--- config.mk ---
export PLATFORM = sky130hd
export DESIGN_NAME = wb_stage
export DESIGN_NICKNAME = d
export VERILOG_FILES = /design/src/rtl/wb_pkg.sv /design/src/rtl/wb_stage_load_align.sv /design/src/rtl/wb_stage.sv
export SDC_FILE = /design/constraint.sdc
export NUM_CORES = 1
export LEC_CHECK = 0
export CELL_PAD_IN_SITES_DETAIL_PLACEMENT = 1
export CELL_PAD_IN_SITES_GLOBAL_PLACEMENT = 1
export CORE_ASPECT_RATIO = 0.75
export CORE_MARGIN = 3
export CORE_UTILIZATION = 31
export CTS_CLUSTER_DIAMETER = 30
export DETAILED_ROUTE_END_ITERATION = 10
export PLACE_DENSITY_LB_ADDON = 0.1
export SYNTH_ARGS = -nofsm -noshare
export SYNTH_HDL_FRONTEND = slang
export SYNTH_SLANG_ARGS = --single-unit
--- constraint.sdc ---
create_clock -name clk -period 2.75 [get_ports clk]
set_input_delay 0.55 -clock clk [delete_from_list [all_inputs] [get_ports clk]]
set_output_delay 0.55 -clock clk [all_outputs]
set_load 0.1 [all_outputs]
--- src/rtl/wb_pkg.sv ---
// Shared types and constants for the writeback stage.
package wb_pkg;

  localparam int DW_DEF = 32;
  localparam int AW_DEF = 5;

  localparam logic [2:0] LD_NONE = 3'd0;
  localparam logic [2:0] LD_W    = 3'd1;
  localparam logic [2:0] LD_H    = 3'd2;
  localparam logic [2:0] LD_HU   = 3'd3;
  localparam logic [2:0] LD_B    = 3'd4;
  localparam logic [2:0] LD_BU   = 3'd5;

  typedef enum logic {
    IDLE      = 1'b0,
    WAIT_DATA = 1'b1
  } state_t;

endpackage

--- src/rtl/wb_stage_load_align.sv ---
// Big-endian load alignment and sign/zero extension of a raw cache word.
module load_align
  import wb_pkg::*;
(
  input  logic [31:0] rdata,
  input  logic [2:0]  ldtype,
  input  logic [1:0]  addr_lo,
  output logic [31:0] data
);

  logic [15:0] half;
  logic [7:0]  byte_sel;

  always_comb begin
    half = addr_lo[1] ? rdata[15:0] : rdata[31:16];
    case (addr_lo)
      2'd0:    byte_sel = rdata[31:24];
      2'd1:    byte_sel = rdata[23:16];
      2'd2:    byte_sel = rdata[15:8];
      default: byte_sel = rdata[7:0];
    endcase
  end

  always_comb begin
    case (ldtype)
      LD_H:    data = {{16{half[15]}}, half};
      LD_HU:   data = {16'h0000, half};
      LD_B:    data = {{24{byte_sel[7]}}, byte_sel};
      LD_BU:   data = {24'h000000, byte_sel};
      default: data = rdata;
    endcase
  end

endmodule

--- src/rtl/wb_stage.sv ---
// Writeback stage: accepts memory-stage results, waits on late loads, drives the regfile write port.
// Optional performance counters are built when WB_PERF_EN is defined.
module wb_stage
  import wb_pkg::*;
#(
  parameter int DW = DW_DEF,
  parameter int AW = AW_DEF
) (
  input  logic          clk,
  input  logic          rst,
  input  logic          m_valid,
  output logic          m_ready,
  input  logic          m_regwrite,
  input  logic [AW-1:0] m_dest,
  input  logic [DW-1:0] m_alu_result,
  input  logic [2:0]    m_ldtype,
  input  logic [1:0]    m_addr_lo,
  input  logic [DW-1:0] m_rdata,
  input  logic          m_rdata_valid,
  output logic          we3,
  output logic [AW-1:0] a3,
  output logic [DW-1:0] wd3,
  output logic          fwd_valid,
  output logic [AW-1:0] fwd_dest,
  output logic [DW-1:0] fwd_data,
  output logic          ld_stall
`ifdef WB_PERF_EN
  ,
  output logic [31:0]   perf_retired,
  output logic [31:0]   perf_ldwait
`endif
);

  state_t state, state_nxt;

  logic          w_valid, w_valid_nxt;
  logic          w_regwrite, w_regwrite_nxt;
  logic [AW-1:0] w_dest, w_dest_nxt;
  logic [DW-1:0] w_data, w_data_nxt;

  logic          c_regwrite, c_regwrite_nxt;
  logic [AW-1:0] c_dest, c_dest_nxt;
  logic [2:0]    c_ldtype, c_ldtype_nxt;
  logic [1:0]    c_addr_lo, c_addr_lo_nxt;

  logic          xfer;
  logic          is_load;
  logic [2:0]    al_ldtype;
  logic [1:0]    al_addr_lo;
  logic [31:0]   al_data;

  assign m_ready  = (state == IDLE);
  assign ld_stall = (state == WAIT_DATA);
  assign xfer     = m_valid & m_ready;
  assign is_load  = (m_ldtype != LD_NONE);

  // While waiting, alignment must use the fields captured at accept time.
  assign al_ldtype  = ld_stall ? c_ldtype  : m_ldtype;
  assign al_addr_lo = ld_stall ? c_addr_lo : m_addr_lo;

  load_align u_align (
    .rdata   (m_rdata),
    .ldtype  (al_ldtype),
    .addr_lo (al_addr_lo),
    .data    (al_data)
  );

  always_comb begin
    state_nxt      = state;
    w_valid_nxt    = 1'b0;
    w_regwrite_nxt = w_regwrite;
    w_dest_nxt     = w_dest;
    w_data_nxt     = w_data;
    c_regwrite_nxt = c_regwrite;
    c_dest_nxt     = c_dest;
    c_ldtype_nxt   = c_ldtype;
    c_addr_lo_nxt  = c_addr_lo;
    case (state)
      IDLE: begin
        if (xfer) begin
          if (!is_load) begin
            w_valid_nxt    = 1'b1;
            w_regwrite_nxt = m_regwrite;
            w_dest_nxt     = m_dest;
            w_data_nxt     = m_alu_result;
          end else if (m_rdata_valid) begin
            w_valid_nxt    = 1'b1;
            w_regwrite_nxt = m_regwrite;
            w_dest_nxt     = m_dest;
            w_data_nxt     = al_data;
          end else begin
            c_regwrite_nxt = m_regwrite;
            c_dest_nxt     = m_dest;
            c_ldtype_nxt   = m_ldtype;
            c_addr_lo_nxt  = m_addr_lo;
            state_nxt      = WAIT_DATA;
          end
        end
      end
      WAIT_DATA: begin
        if (m_rdata_valid) begin
          w_valid_nxt    = 1'b1;
          w_regwrite_nxt = c_regwrite;
          w_dest_nxt     = c_dest;
          w_data_nxt     = al_data;
          state_nxt      = IDLE;
        end
      end
      default: state_nxt = IDLE;
    endcase
  end

  always_ff @(posedge clk or negedge rst) begin
    if (!rst) begin
      state      <= IDLE;
      w_valid    <= 1'b0;
      w_regwrite <= 1'b0;
      w_dest     <= '0;
      w_data     <= '0;
      c_regwrite <= 1'b0;
      c_dest     <= '0;
      c_ldtype   <= LD_NONE;
      c_addr_lo  <= 2'd0;
    end else begin
      state      <= state_nxt;
      w_valid    <= w_valid_nxt;
      w_regwrite <= w_regwrite_nxt;
      w_dest     <= w_dest_nxt;
      w_data     <= w_data_nxt;
      c_regwrite <= c_regwrite_nxt;
      c_dest     <= c_dest_nxt;
      c_ldtype   <= c_ldtype_nxt;
      c_addr_lo  <= c_addr_lo_nxt;
    end
  end

  assign we3       = w_valid & w_regwrite & (w_dest != '0);
  assign a3        = w_dest;
  assign wd3       = w_data;
  assign fwd_valid = we3;
  assign fwd_dest  = w_dest;
  assign fwd_data  = w_data;

`ifdef WB_PERF_EN
  always_ff @(posedge clk or negedge rst) begin
    if (!rst) begin
      perf_retired <= 32'd0;
      perf_ldwait  <= 32'd0;
    end else begin
      if (we3)      perf_retired <= perf_retired + 32'd1;
      if (ld_stall) perf_ldwait  <= perf_ldwait + 32'd1;
    end
  end
`endif

endmodule

==> summary.txt <==
Logic synthesis
  – Post-Syn Area: 3640 um^2
  – Top_reg_cell synth: dfrtp_1
  – Flops & latches, synth: 51
  – Top cells by area, synth: dfrtp_1 (35%), buf_4 (8.2%), nor3_1 (5.4%)
  – Syn nets: 489
  – Most frequent cell after synthesis: dfrtp_1
  – Post-synthesis sequential area ratio: 0.350
  – Cells after Synth: 410
  – Synth warnings: 0
  – Ys async rst share: 1.00
  – Post-synth top area cell: dfrtp_1
  – Most frequent cells after synthesis: dfrtp_1 (51), buf_4 (40), nor3_1 (39), o21ai_0 (39), nand2_1 (34)
  – EDFF count, synth: 0
  – Synth top area share: 0.350
  – Library cells used by synthesis: 49
  – Avg Cell Area, Syn: 8.89 um^2

Finish
  – Final nets: 606
  – Multi-input gate area: 1920 um^2
  – Area Overhead vs Synth: 40.4%
  – Fill count: 1290
  – # diodes: 0
  – Layout cell share with drive strength beyond 1: 0.282
  – Register cell area after layout: 1280 um^2
  – Design area: 5120 um^2

Drt
  – Via count: 3712
  – Wire per inst: 19.9 um
  – DRC: 0
  – First DRT Iteration DRCs: 170
  – DR vias/cell: 5.42
  – Drt total wl: 13.6 mm
  – Antenna Nets Post-Route: 0
  – DRT Pass-1 Iters: 4

Timing
  – Slew margin rel.: 0.446
  – Final Hold Viols: 0
  – Post-layout minimum cycle time: 2.40 ns
  – Crit share post-route: 0.874
  – Fmax: 0.416 GHz
  – RSZ-0062 raised after global routing: no
  – TNS Setup: 0 ns
  – Pins Over Slew Limit: 0
  – Fin worst setup slack: 0.347 ns
  – Slew @ Worst Pin: 0.831 ns
  – Setup-failing EPs final: 0
  – Clock Skews: 0.00260 ns
  – Hold_ws: 0.340 ns

Die
  – Initial core utilization: 0.326
  – # rows: 33
  – Die X-Extent: 131 um
  – Die area: 13100 um^2
  – Io pins: 157
  – Die extent in y: 99.9 um
  – Core Box Area: 11200 um^2

Place
  – I/O Buffers: 156
  – DP HPWL: 10.5 mm
  – Cell Area, Placed: 4940 um^2
  – Final RePlAce weighted congestion: 0.838
  – Post-Place Setup Slack: 0.0496 ns

Worst setup path
  – CP Max Fanout: 9
  – Crit-path cells: clkdlybuf4s50_1, nor3b_1, a31oi_1, o21ai_1, a221oi_1, a21oi_1
  – Setup CP Type: in -> reg
  – WP data arrival: 2.62 ns
  – Crit. Startpoint: m_ldtype[1]
  – Reg2Reg Setup Slack: 0.56 ns
  – RR Startpoint: ld_stall$_DFF_PN0_
  – CP required: 2.97 ns
  – Slowest CP cell: clkdlybuf4s50_1
  – CP endpoint kind: flip-flop
  – Startpoint Class: input pin
  – CP peak stage delay: 0.65 ns

Pwr
  – VDD IR-drop max: 0.000392 V
  – Leakage: 2.19 nW
  – Power per cell area: 959 nW/um^2

Run
  – Max Cap Viol: 0

Global route
  – Initial antenna violation count: 0
  – Gr usage total: 0.205
  – First-pass GRT wire length: 21.5 mm
  – Vias in the first global route: 3825
  – GRT Residual Overflow: 0
  – Largest net degree at the start of global routing: 35

Worst hold path
  – Hold crit path type: in -> async

Outcome
  – Outcome: complete, no violations

CTS
  – Clk_lat worst skew: 0.30 ns
  – Post-CTS Setup Repair Bufs: 0
  – Hold-fix buffers, CTS: 0
  – Num CTS Buffers: 5
  – TritonCTS clock tree: yes
  – Reg clk slew, reported paths: 0.07 ns
  – Clk root buf: clkbuf_16
  – Cts repair resizes: 0
  – Htree depth: 2
  – Clk sinks: 51
  – Maximum clock path buffer count: 2
cell type report:
cell class,count,area share
clock buffer,6,0.0271
clock inverter,2,0.00685
timing repair buffer,177,0.299
sequential,51,0.250
tap,157,0.0384
multi-input combinational,289,0.376
inverter,3,0.00293
cell usage in the layout, fill, tap and decap left out, drive strengths merged, types with 3 or more instances in the layout:
master         synthesis  layout
o22ai                 10      10
clkbuf                13       6
a21o                  17      17
mux2                  10      10
nor3b                  3       3
buf                   54     100
a21oi                 19      19
clkdlybuf4s50          0      77
o21ai                 65      65
mux2i                 17      17
a22oi                  7       7
dfrtp                 51      51
nor2                  18      18
mux4                   7       7
a221oi                 7       7
nor3                  50      50
nand2                 35      35
through the flow:
step / utilization / instances / power (mW)
after floorplan: - / 410 / 3.60
after CTS: 0.457 / 685 / 4.94
after global placement: 0.442 / 677 / 4.15
final: 0.457 / 685 / 4.91
after global routing: 0.457 / 685 / 5.09
after detailed placement: 0.442 / 677 / 4.19
critical path: cells and delay by family:
| family | cells | cell delay [ns] |
|---|---|---|
| compound gates | 4 | 1.17 |
| simple gates | 1 | 0.24 |
| buf+inv | 1 | 0.65 |
worst paths after layout:
kind	to	cells after the start
setup / recovery	fwd_data[6]$_DFFE_PN0P_	6
hold / removal	fwd_data[24]$_DFFE_PN0P_	1
setup reg to reg	fwd_data[6]$_DFFE_PN0P_	5
hold reg to reg	w_regwrite$_DFFE_PN0P_	2
max in group asynchronous	fwd_data[8]$_DFFE_PN0P_	2
min in group clk	w_regwrite$_DFFE_PN0P_	2
state kept, by name, summed over array words and instances, names as in the netlist:
name / flops
fwd_data: 32
a3: 5
c_dest: 5
c_ldtype: 3
c_addr_lo: 2
c_regwrite: 1
ld_stall: 1
w_regwrite: 1
w_valid: 1
kinds of logic (layout without fill, tap and decap cells):
logic type / count (synthesis) / count (layout) / share of synthesized area
mux: 34 / 34 / 0.124
compound gates: 136 / 136 / 0.226
flops: 51 / 51 / 0.350
xor+xnor: 2 / 2 / 0.00481
simple gates: 117 / 117 / 0.169
buf+inv: 70 / 188 / 0.126
per-layer routing:
layer	global-route usage	part of all wire
met5	0	0
met3	0.0401	0.057
met1	0.290	0.48
met2	0.331	0.46
met4	0.0444	0.010
power breakdown:
group	total (mW)	switching, mW	internal (mW)	leakage (nW)
clock network	0.744	0.291	0.453	0.0868
logic	3.08	2.39	0.694	1.49
registers	1.08	0.168	0.910	0.613
No activity file was read; power rests on OpenSTA's default activity.
